==> config.mk <==
export PLATFORM = sky130hd
export DESIGN_NAME = q_frag_stage
export DESIGN_NICKNAME = d
export VERILOG_FILES = /design/src/rtl/q_frag_stage.sv
export SDC_FILE = /design/constraint.sdc
export NUM_CORES = 1
export LEC_CHECK = 0
export BUFFER_PORTS_ARGS = -buffer_cell sky130_fd_sc_hd__buf_4
export CAP_MARGIN = 40
export CORE_MARGIN = 1.5
export CORE_UTILIZATION = 30
export CTS_CLUSTER_SIZE = 24
export DETAILED_ROUTE_END_ITERATION = 16
export PLACE_DENSITY = 0.46
export SETUP_SLACK_MARGIN = 0.5
export SLEW_MARGIN = 15
export SYNTH_ARGS = -nofsm -noshare
export SYNTH_HDL_FRONTEND = slang
export SYNTH_SLANG_ARGS = --single-unit
export TNS_END_PERCENT = 30
==> constraint.sdc <==
create_clock -name QCK -period 2.44 [get_ports QCK]
set_input_delay 0.488 -clock QCK [delete_from_list [all_inputs] [get_ports QCK]]
set_output_delay 0.488 -clock QCK [all_outputs]
set_load 0.01 [all_outputs]
==> src/rtl/q_frag_stage.sv <==
// rtl/q_frag_stage.sv - logic-cell output flop with sync set/reset, enable and serial config.
// Optional macro Q_FRAG_CFG_READBACK_EN adds CFG_SO and the readback snapshot on CFG_LD.
module q_frag_stage #(
    parameter int         INIT_CYCLES = 2,
    parameter logic [3:0] DEFAULT_CFG = 4'h0
) (
    input  logic QCK,
    input  logic QRN,
    input  logic CZI,
    input  logic QDI,
    input  logic QDS,
    input  logic QEN,
    input  logic QST,
    input  logic QRT,
    input  logic CFG_SE,
    input  logic CFG_SI,
    input  logic CFG_LD,
    output logic QZ,
    output logic READY
`ifdef Q_FRAG_CFG_READBACK_EN
    ,
    output logic CFG_SO
`endif
);

    typedef enum logic [1:0] {
        S_INIT = 2'd0,
        S_RUN  = 2'd1,
        S_CFG  = 2'd2
    } state_t;

    localparam logic [7:0] LP_CNT_LAST = 8'(INIT_CYCLES - 1);

    state_t     r_state;
    state_t     w_state_nxt;
    logic [3:0] r_cfg;
    logic [3:0] w_cfg_nxt;
    logic [3:0] r_sreg;
    logic [3:0] w_sreg_nxt;
    logic [7:0] r_cnt;
    logic [7:0] w_cnt_nxt;
    logic       r_q;
    logic       w_q_nxt;
    logic       r_ready;
    logic       w_d;

    // cfg bits: [0] INIT, [1] ZINV, [2] DS_FORCE, [3] EN_IGNORE
    assign w_d = (QDS | r_cfg[2]) ? QDI : CZI;

    always_ff @(posedge QCK or negedge QRN) begin
        if (!QRN) begin
            r_state <= S_INIT;
            r_cfg   <= DEFAULT_CFG;
            r_sreg  <= 4'b0000;
            r_cnt   <= 8'd0;
            r_q     <= DEFAULT_CFG[0];
            r_ready <= 1'b0;
        end else begin
            r_state <= w_state_nxt;
            r_cfg   <= w_cfg_nxt;
            r_sreg  <= w_sreg_nxt;
            r_cnt   <= w_cnt_nxt;
            r_q     <= w_q_nxt;
            r_ready <= (w_state_nxt == S_RUN);
        end
    end

    always_comb begin
        w_state_nxt = r_state;
        w_cfg_nxt   = r_cfg;
        w_sreg_nxt  = r_sreg;
        w_cnt_nxt   = r_cnt;
        w_q_nxt     = r_q;

        // The shift register runs in every state; only its commit is state-dependent.
        if (CFG_SE) begin
            w_sreg_nxt = {CFG_SI, r_sreg[3:1]};
        end

        case (r_state)
            S_INIT: begin
                w_q_nxt = r_cfg[0];
                if (r_cnt == LP_CNT_LAST) begin
                    w_cnt_nxt   = 8'd0;
                    w_state_nxt = S_RUN;
                end else begin
                    w_cnt_nxt = r_cnt + 8'd1;
                end
            end
            S_RUN: begin
                if (QRT) begin
                    w_q_nxt = 1'b0;
                end else if (QST) begin
                    w_q_nxt = 1'b1;
                end else if (QEN | r_cfg[3]) begin
                    w_q_nxt = w_d;
                end
                if (CFG_SE) begin
                    w_state_nxt = S_CFG;
                end else if (CFG_LD) begin
`ifdef Q_FRAG_CFG_READBACK_EN
                    w_sreg_nxt = r_cfg;
`else
                    w_cfg_nxt   = r_sreg;
                    w_cnt_nxt   = 8'd0;
                    w_state_nxt = S_INIT;
`endif
                end
            end
            S_CFG: begin
                if (!CFG_SE) begin
                    if (CFG_LD) begin
                        w_cfg_nxt   = r_sreg;
                        w_cnt_nxt   = 8'd0;
                        w_state_nxt = S_INIT;
                    end else begin
                        w_state_nxt = S_RUN;
                    end
                end
            end
            default: begin
                w_state_nxt = S_INIT;
                w_cnt_nxt   = 8'd0;
            end
        endcase
    end

    assign QZ    = r_q ^ r_cfg[1];
    assign READY = r_ready;

`ifdef Q_FRAG_CFG_READBACK_EN
    assign CFG_SO = r_sreg[0];
`endif

endmodule

==> results of run 1 <==
[cells by family after synthesis]
group	count (synthesis)	share of synthesized area
and+or+nand+nor	34	0.176
AOI/OAI and AO/OA	27	0.155
DFF	20	0.460
muxes	9	0.0932
buffers and inverters	7	0.0380
adders and majority gates	6	0.0690
xor gates and xnor gates	1	0.00806
[state kept, by name, indices dropped and copies added, names as in the netlist]
signal	flops
r_cnt	8
r_cfg	4
r_sreg	4
r_state	2
READY	1
r_q	1
[metrics by stage]
| step | instance area (um2) | hold slack (ps) |
|---|---|---|
| 2_1_floorplan | 1090 | 192 |
| 3_3_place_gp | 1210 | 389 |
| 3_5_place_dp | 1210 | 388 |
| 4_1_cts | 1260 | 45.1 |
| 5_1_grt | 1280 | 41.5 |
| 6_report | 1280 | 32.4 |
[cells in the final DEF (no fill, tap or decap), types with 5 or more instances in the layout]
master,instances
dfrtp_1,19
buf_4,13
nand2_1,9
o21ai_0,9
mux2_2,9
a21oi_1,6
inv_1,5
nor2_1,5
nand3_1,5
ha_1,5
[repair_timing]
| item | 4_1_cts | 5_1_grt |
|---|---|---|
| endpoints found under the setup margin | 0 | 3 |
| setup buffers | 0 | 1 |
| resized for setup | 0 | 3 |
| hold buffers | 0 | 0 |
[per-layer routing]
metal  vias up  global-route usage  part of all wire
met5         -                   0                 0
met4         0              0.0326            0.0089
met3         2              0.0250             0.032
met2        11               0.188              0.47
met1       415               0.147              0.49
li1        414                   -                 -
[layout make-up]
type | count | area [um2] | area share
multi-input combinational | 77 | 554 | 0.432
clock inverter | 1 | 30.0 | 0.0234
inverter | 5 | 18.8 | 0.0146
timing repair buffer | 13 | 97.6 | 0.0761
sequential | 20 | 502 | 0.391
clock buffer | 3 | 22.5 | 0.0176
tap | 46 | 57.6 | 0.0449
[synthesized netlist by cell type, drive strengths merged]
cell type and n:
a211oi 2, or4 1, o32a 1, nor2b 1, o41ai 1, buf 2, and4 1, a31o 1
nand2 9, nor2 5, and2 1, a21o 1, nand4 2, a21oi 6, a31oi 3, mux2 9
and4b 1, ha 6, nor4 1, o21ai 9, nand3b 2, and3 1, inv 5, o31ai 1
xor2 1, o311ai 2, nand3 5, dfrtp 20, nand2b 4
[power breakdown]
group / switching [mW] / internal (mW)
Sequential: 0.0757 / 0.424
Combinational: 0.274 / 0.258
Clock: 0.110 / 0.166
[how the worst max path moves through the flow]
stage	from	end
after detailed placement	r_state[0]$_DFF_PN0_	r_cnt[5]$_DFFE_PN0P_
final	r_state[0]$_DFF_PN0_	r_cnt[6]$_DFFE_PN0P_
after floorplan	r_state[1]$_DFF_PN0_	r_cnt[6]$_DFFE_PN0P_
after global placement	r_state[0]$_DFF_PN0_	r_cnt[6]$_DFFE_PN0P_
after global routing	r_state[0]$_DFF_PN0_	r_cnt[6]$_DFFE_PN0P_
after CTS	r_state[0]$_DFF_PN0_	r_cnt[6]$_DFFE_PN0P_
[critical path: cells and delay by family (launching register included)]
family | cells | cell delay [ps]
adder cells (fa/ha/maj) | 1 | 230
flip-flops | 1 | 440
buffers and inverters | 2 | 240
AO/OA/AOI/OAI | 2 | 350
AND/OR/NAND/NOR | 1 | 490
==> run metrics, run 1 <==
outcome finished, final reports clean; Power, Total 1.31 mW; Pleak 0.548 nW; clk sinks 20; CTS max path bufs 2; RSZ-0062 raised after global routing no; final hold vios 0; vias in the first global route 826; 1st-iter DRT viols 23; Peak Freq 0.551 GHz; via count 842; CTS Buf Count 3; # IOs 13; Max Slew Vio Count 0; R2R Path Start r_state[0]$_DFF_PN0_; fillcell total 362; CP Capture Type flip-flop; post-synth top area share 0.460; Core Rows 21; Arr. time, crit path 2050 ps; Synth area leader dfrtp_1; maxcap violations 0; nets 137; DP HPWL 1.62 mm; Tmin final 1810 ps; worst r2r dst r_cnt[6]$_DFFE_PN0P_; vias per inst 5.10; VDD IR max 0.331 mV; ratio of cells with drive above 1 in the final layout 0.269; drt first pass iters 4; Net Count, Synth 121; Placer Congestion 0.787; worst clock skew 11.2 ps; required time of the worst setup path 2670 ps; Crit Path Category flip-flop to flip-flop; DRT Wirelength 2.13 mm; setup ws final 625 ps; Worst Tran Pin Value 548 ps; CP max stage cell or4_1; Die X 63.2 um; Avg Synthesized Cell Area 10.5 um2; number of buffers added on ports 12; synth warn 0; setup TNS 0 ps; Post-Syn Instances 104; clk slew on worst S/H paths 130 ps; full die area 3990 um2; fin crit share 0.744; Power Density 1020 nW/um2; CP max FO 5; WL/cell 12.9 um; final setup vio count 0; Inst Count DP 160; Starting Density 0.318; DRC 0; Max transition margin 0.632; top cells by area, synth dfrtp_1 46%, mux2_2 9.3%, ha_1 6.9%; largest net degree at the start of global routing 21; Skew-Pair Late Insertion Delay 300 ps; worst-path cell chain inv_1 > ha_2 > inv_1 > a31o_2 > or4_1 > o21ai_0; Hold Path Class input port to async pin; Layout area overhead 18.0%; Final Core Density 0.375; post-synthesis cell area 1090 um2; reg-to-reg setup timing slack 630 ps; TritonCTS clock tree yes; Top cell by count, worst path inv_1; core area 3420 um2; synthesized flop and latch total 20; total congestion overflow 0; post-synth cell types 30; startpoint types flip-flop; die height 63.2 um; GRT Total Usage 0.113; fin cells 165; Detail Route Antenna Nets 0; Root Buffer clkbuf_4; diode count 0; path depth of the worst reg2reg path 6; max incr delay on CP 490 ps; Place WS 614 ps; Seq/Total Area, Yosys 0.460; global-route wire length before repair 3.61 mm; initial antenna violation count 0; H-Tree Depth 1
No activity file was read; power rests on OpenSTA's default activity.
==> inputs of run 2 (changes only) <==
- PLACE_DENSITY: 0.46 -> 0.47
- clock period: 2.44 -> 1.6 ns (I/O delays scaled with it)
==> run 2 against run 1 <==
Net effect: hold slack better by 200 ps; via count up 5.2%; sequential share of layout area down 5.1 points; largest cell class unchanged.
==> run metrics, run 2 (synthesis results as in run 1) <==
final setup vio count 0 (unchanged); global-route wire length before repair 4.05 mm (+12%); CTS Buf Count 3 (unchanged); maxcap violations 0 (unchanged); ratio of cells with drive above 1 in the final layout 0.412 (+0.143); most common cell after layout, fill and taps aside buf_4; Final Core Density 0.431 (+0.0557); Power Density 1640 nW/um2 (+61%); reg-to-reg setup timing slack 100 ps (-530 ps); setup ws final 96.3 ps (-529 ps); Die X 63.2 um (unchanged); Starting Density 0.318 (unchanged); Pleak 0.644 nW (+18%); number of buffers added on ports 12 (unchanged); DRT Wirelength 2.34 mm (+9.7%); Place WS 74.9 ps (-539 ps); Peak Freq 0.665 GHz (+21%); Power, Total 2.42 mW (+85%); initial antenna violation count 0 (unchanged); most frequent cells in the layout 29 x buf_4, 20 x dfrtp_1, 9 x nand2_1, 9 x mux2_2, 6 x o21ai_0; Layout area overhead 35.4%; worst r2r dst r_cnt[6]$_DFFE_PN0P_; WHS Path Cells 2; 1st-iter DRT viols 44 (+91%); Crit Path Category flip-flop to flip-flop; CP max FO 4 (-1); Largest register FFs 8 (unchanged); Arr. time, crit path 1750 ps (-300 ps); DP HPWL 1.73 mm (+6.2%); DRC 0 (unchanged); RSZ-0062 raised after global routing yes; worst clock skew 2.29 ps (-8.93 ps); FF/Latch Area 500 um2 (-0.25%); vias in the first global route 921 (+12%); Core Rows 21 (unchanged); Skew-Pair Late Insertion Delay 310 ps (about the same); diode count 0 (unchanged); clk slew on worst S/H paths 120 ps (about the same); R2R Path Start r_state[0]$_DFF_PN0_; CTS max path bufs 2 (unchanged); Worst Tran Pin Value 331 ps (-216 ps); startpoint types flip-flop; clk sinks 20 (unchanged); Tmin final 1500 ps (-311 ps); GRT Total Usage 0.128 (+0.0154); Post-DP Area 1330 um2 (+9.4%); Max Slew Vio Count 0 (unchanged); Max transition margin 0.779 (+0.147); Detail Route Antenna Nets 0 (unchanged); fin crit share 0.940 (+0.196); TritonCTS clock tree yes; path depth of the worst reg2reg path 5 (-1); nets 154 (+12%); largest net degree at the start of global routing 21 (unchanged); core area 3420 um2 (unchanged); Hold Path Class input port to flip-flop; die height 63.2 um (unchanged); multi-input combinational cell area 613 um2 (+11%); biggest regs r_cnt (8), r_cfg (4), r_sreg (4); worst hold endpoint r_sreg[3]$_DFFE_PN0P_; total congestion overflow 0 (unchanged); Placer Congestion 0.853 (+8.4%); Root Buffer clkbuf_4; H-Tree Depth 1 (unchanged); vias per inst 4.87 (-4.6%); HP Start CFG_SI; # IOs 13 (unchanged); full die area 3990 um2 (unchanged); Top reg by flops r_cnt; Final Cell Area 1470 um2 (+15%); outcome finished, final reports clean; required time of the worst setup path 1850 ps (-820 ps); drt first pass iters 4 (unchanged); VDD IR max 0.560 mV (+69%); setup TNS 0 ps (unchanged); via count 886 (+5.2%); WL/cell 12.8 um (-0.52%); CP Capture Type flip-flop; fillcell total 332 (-8.3%); final hold vios 0 (unchanged)
==> run 2: routing by layer <==
layer  share of wire  up-vias  global-route usage
met5               0        -                   0
met3           0.043        4              0.0286
li1                -      449                   -
met4           0.012        0              0.0571
met1            0.49      410               0.165
met2            0.45       23               0.205
==> run 2: worst max path at each step <==
stage               slack [ps]                    to                 start
floorplan                   50  r_cnt[6]$_DFFE_PN0P_  r_state[1]$_DFF_PN0_
global placement           100  r_cnt[6]$_DFFE_PN0P_  r_state[1]$_DFF_PN0_
detailed placement          70  r_cnt[6]$_DFFE_PN0P_  r_state[1]$_DFF_PN0_
CTS                         90  r_cnt[6]$_DFFE_PN0P_  r_state[0]$_DFF_PN0_
global route                20  r_cnt[6]$_DFFE_PN0P_  r_state[0]$_DFF_PN0_
finish                     100  r_cnt[6]$_DFFE_PN0P_  r_state[0]$_DFF_PN0_
==> run 2: metrics by stage <==
step	instances	hold slack, ps
global route	182	215
CTS	181	229
finish	182	235
global placement	172	215
floorplan	104	24.4
detailed placement	172	219
==> run 2: layout make-up <==
class | instances | share of cell area
clock inverter | 1 | 0.0204
clock buffer | 3 | 0.0153
tap | 46 | 0.0391
inverter | 5 | 0.0144
sequential | 20 | 0.340
multi-input combinational | 77 | 0.416
timing repair buffer | 30 | 0.155
==> run 2: what timing repair did <==
item                                    4_1_cts  5_1_grt
pin swaps                                     5        2
hold endpoints to repair                     20        0
resized for setup                             5        7
endpoints found under the setup margin       18       18
hold buffers                                  1        0
buffers inserted                              4        1
==> run 2: worst max-delay path, stage by stage (launching register included) <==
cell and delay [ps]:
dfrtp_1 410, inv_2 100, ha_4 210, and2_4 150, or4_1 490, o21ai_1 80
==> run 2: power by group <==
group | internal (mW) | switching, mW | leakage [nW]
Combinational | 0.685 | 0.578 | 0.361
Clock | 0.253 | 0.172 | 0.0279
Sequential | 0.645 | 0.0847 | 0.255
==> inputs of run 3 (changes only) <==
- ABC_CLOCK_PERIOD_IN_PS: unset -> 1600
- CTS_BUF_LIST: unset -> sky130_fd_sc_hd__clkbuf_8 sky130_fd_sc_hd__clkbuf_16
- SETUP_SLACK_MARGIN: 0.5 -> 0.2
==> run 3 against run 2 <==
Net effect: critical path depth rose by 1; count of clock-buffer cells in the layout stayed put; sequential share of layout area decreased by 0.088 points; power rose by 0.34%; cell count up 1.1%; global-route usage shrank 0.41 points; via count is 0.34% lower; sequential power is essentially flat; die area did not move; worst setup slack improved by 16 ps; critical path type unchanged; largest power group unchanged.
==> run metrics, run 3 (synthesis results as in run 1) <==
number of buffers added on ports 12 (unchanged); Hold Worst Slack 291 ps (+56.7 ps); H-Tree Depth 1 (unchanged); most common cell after layout, fill and taps aside buf_4; Top reg by flops r_cnt; Skew-Pair Late Insertion Delay 270 ps (-40 ps); Detail Route Antenna Nets 0 (unchanged); setup TNS 0 ps (unchanged); vias in the first global route 870 (-5.5%); CP max FO 4 (unchanged); # IOs 13 (unchanged); Die X 63.2 um (unchanged); Max transition margin 0.803 (+0.0245); Arr. time, crit path 1690 ps (-60 ps); Placer Congestion 0.785 (-8.0%); biggest regs r_cnt (8), r_cfg (4), r_sreg (4); die height 63.2 um (unchanged); required time of the worst setup path 1800 ps (-50 ps); ratio of cells with drive above 1 in the final layout 0.406 (-0.00597); WL/cell 12.8 um (-0.20%); final setup vio count 0 (unchanged); CP Capture Type flip-flop; DRT Wirelength 2.36 mm (+0.90%); fillcell total 333 (+0.30%); most frequent cells in the layout 31 x buf_4, 19 x dfrtp_1, 9 x nand2_1, 9 x mux2_2, 7 x o21ai_0; core area 3420 um2 (unchanged); Core Rows 21 (unchanged); via count 883 (-0.34%); maxcap violations 0 (unchanged); Tmin final 1490 ps (-15.8 ps); Pleak 0.655 nW (+1.6%); Hold Path Class input port to flip-flop; setup ws final 112 ps (+15.8 ps); GRT Total Usage 0.124 (-0.00407); 1st-iter DRT viols 47 (+6.8%); Crit Path Category flip-flop to flip-flop; total congestion overflow 0 (unchanged); VDD IR max 0.610 mV (+8.9%); worst clock skew 8.88 ps (+6.59 ps); clk slew on worst S/H paths 80 ps (-40 ps); final hold vios 0 (unchanged); fin crit share 0.930 (-0.00989); Power Density 1640 nW/um2 (-0.17%); outcome finished, final reports clean; Largest register FFs 8 (unchanged); RSZ-0062 raised after global routing yes; Peak Freq 0.672 GHz (+1.1%); Worst Tran Pin Value 294 ps (-36.9 ps); largest net degree at the start of global routing 21 (unchanged); Root Buffer clkbuf_8; Layout area overhead 36.1%; vias per inst 4.80 (-1.4%); nets 156 (+1.3%); TritonCTS clock tree yes; initial antenna violation count 0 (unchanged); full die area 3990 um2 (unchanged); CTS Buf Count 3 (unchanged); diode count 0 (unchanged); DP HPWL 1.80 mm (+4.4%); startpoint types flip-flop; drt first pass iters 4 (unchanged); Max Slew Vio Count 0 (unchanged); CTS max path bufs 2 (unchanged); clk sinks 20 (unchanged); Place WS 71.6 ps (-3.32 ps); Starting Density 0.318 (unchanged); DRC 0 (unchanged); global-route wire length before repair 3.90 mm (-3.8%)
[run 3: layer usage]
layer  wire length [um]  share of wire  vias to the layer above  GRT usage
li1                   -              -                      451          -
met1               1130           0.48                      416      0.159
met2               1110           0.47                       14      0.207
met3                 94          0.040                        2     0.0268
met4                 19         0.0081                        0     0.0408
met5                  0              0                        -          0
[run 3: final cells by class]
type	count	area, um2	share of cell area
inverter	5	21.3	0.0144
sequential	20	502	0.339
clock buffer	3	41.3	0.0279
multi-input combinational	77	586	0.396
tap	46	57.6	0.0389
timing repair buffer	32	243	0.164
clock inverter	1	30.0	0.0203
[run 3: final timing paths]
kind	from	end	slack, ps	cells past startpoint
max	r_state[1]$_DFF_PN0_	r_cnt[6]$_DFFE_PN0P_	110	6
min	CFG_SI	r_sreg[3]$_DFFE_PN0P_	290	2
max reg2reg	r_state[1]$_DFF_PN0_	r_cnt[6]$_DFFE_PN0P_	110	6
min reg2reg	r_cfg[0]$_DFFE_PN0P_	r_cfg[0]$_DFFE_PN0P_	510	1
max in group asynchronous	QRN	r_cnt[5]$_DFFE_PN0P_	920	2
min in group asynchronous	QRN	READY$_DFF_PN0_	460	2
[run 3: where the power goes]
group          internal [mW]  switching, mW
Sequential             0.646         0.0832
Clock                  0.334          0.184
Combinational          0.636          0.543
[run 3: worst max-delay path, stage by stage, from the launching register on]
cell and delay [ps]:
dfrtp_1 400, inv_2 90, ha_4 150, inv_4 40, a31o_4 200, or4_1 460, o21ai_1 80
[run 3: metrics by stage]
stage                util  instances  area (um2)  total power [mW]
floorplan               -        104        1110              1.43
global placement    0.388        172        1330              1.79
detailed placement  0.388        172        1330              1.82
CTS                 0.421        181        1440              2.41
global route        0.433        184        1480              2.60
finish              0.433        184        1480              2.43
[run 3: timing repair]
action | in CTS | in global routing
hold endpoints to repair | 20 | 0
hold buffers | 1 | 0
pin swaps | 3 | 5
setup endpoints to repair | 6 | 16
setup buffers | 4 | 3
resized for setup | 3 | 5
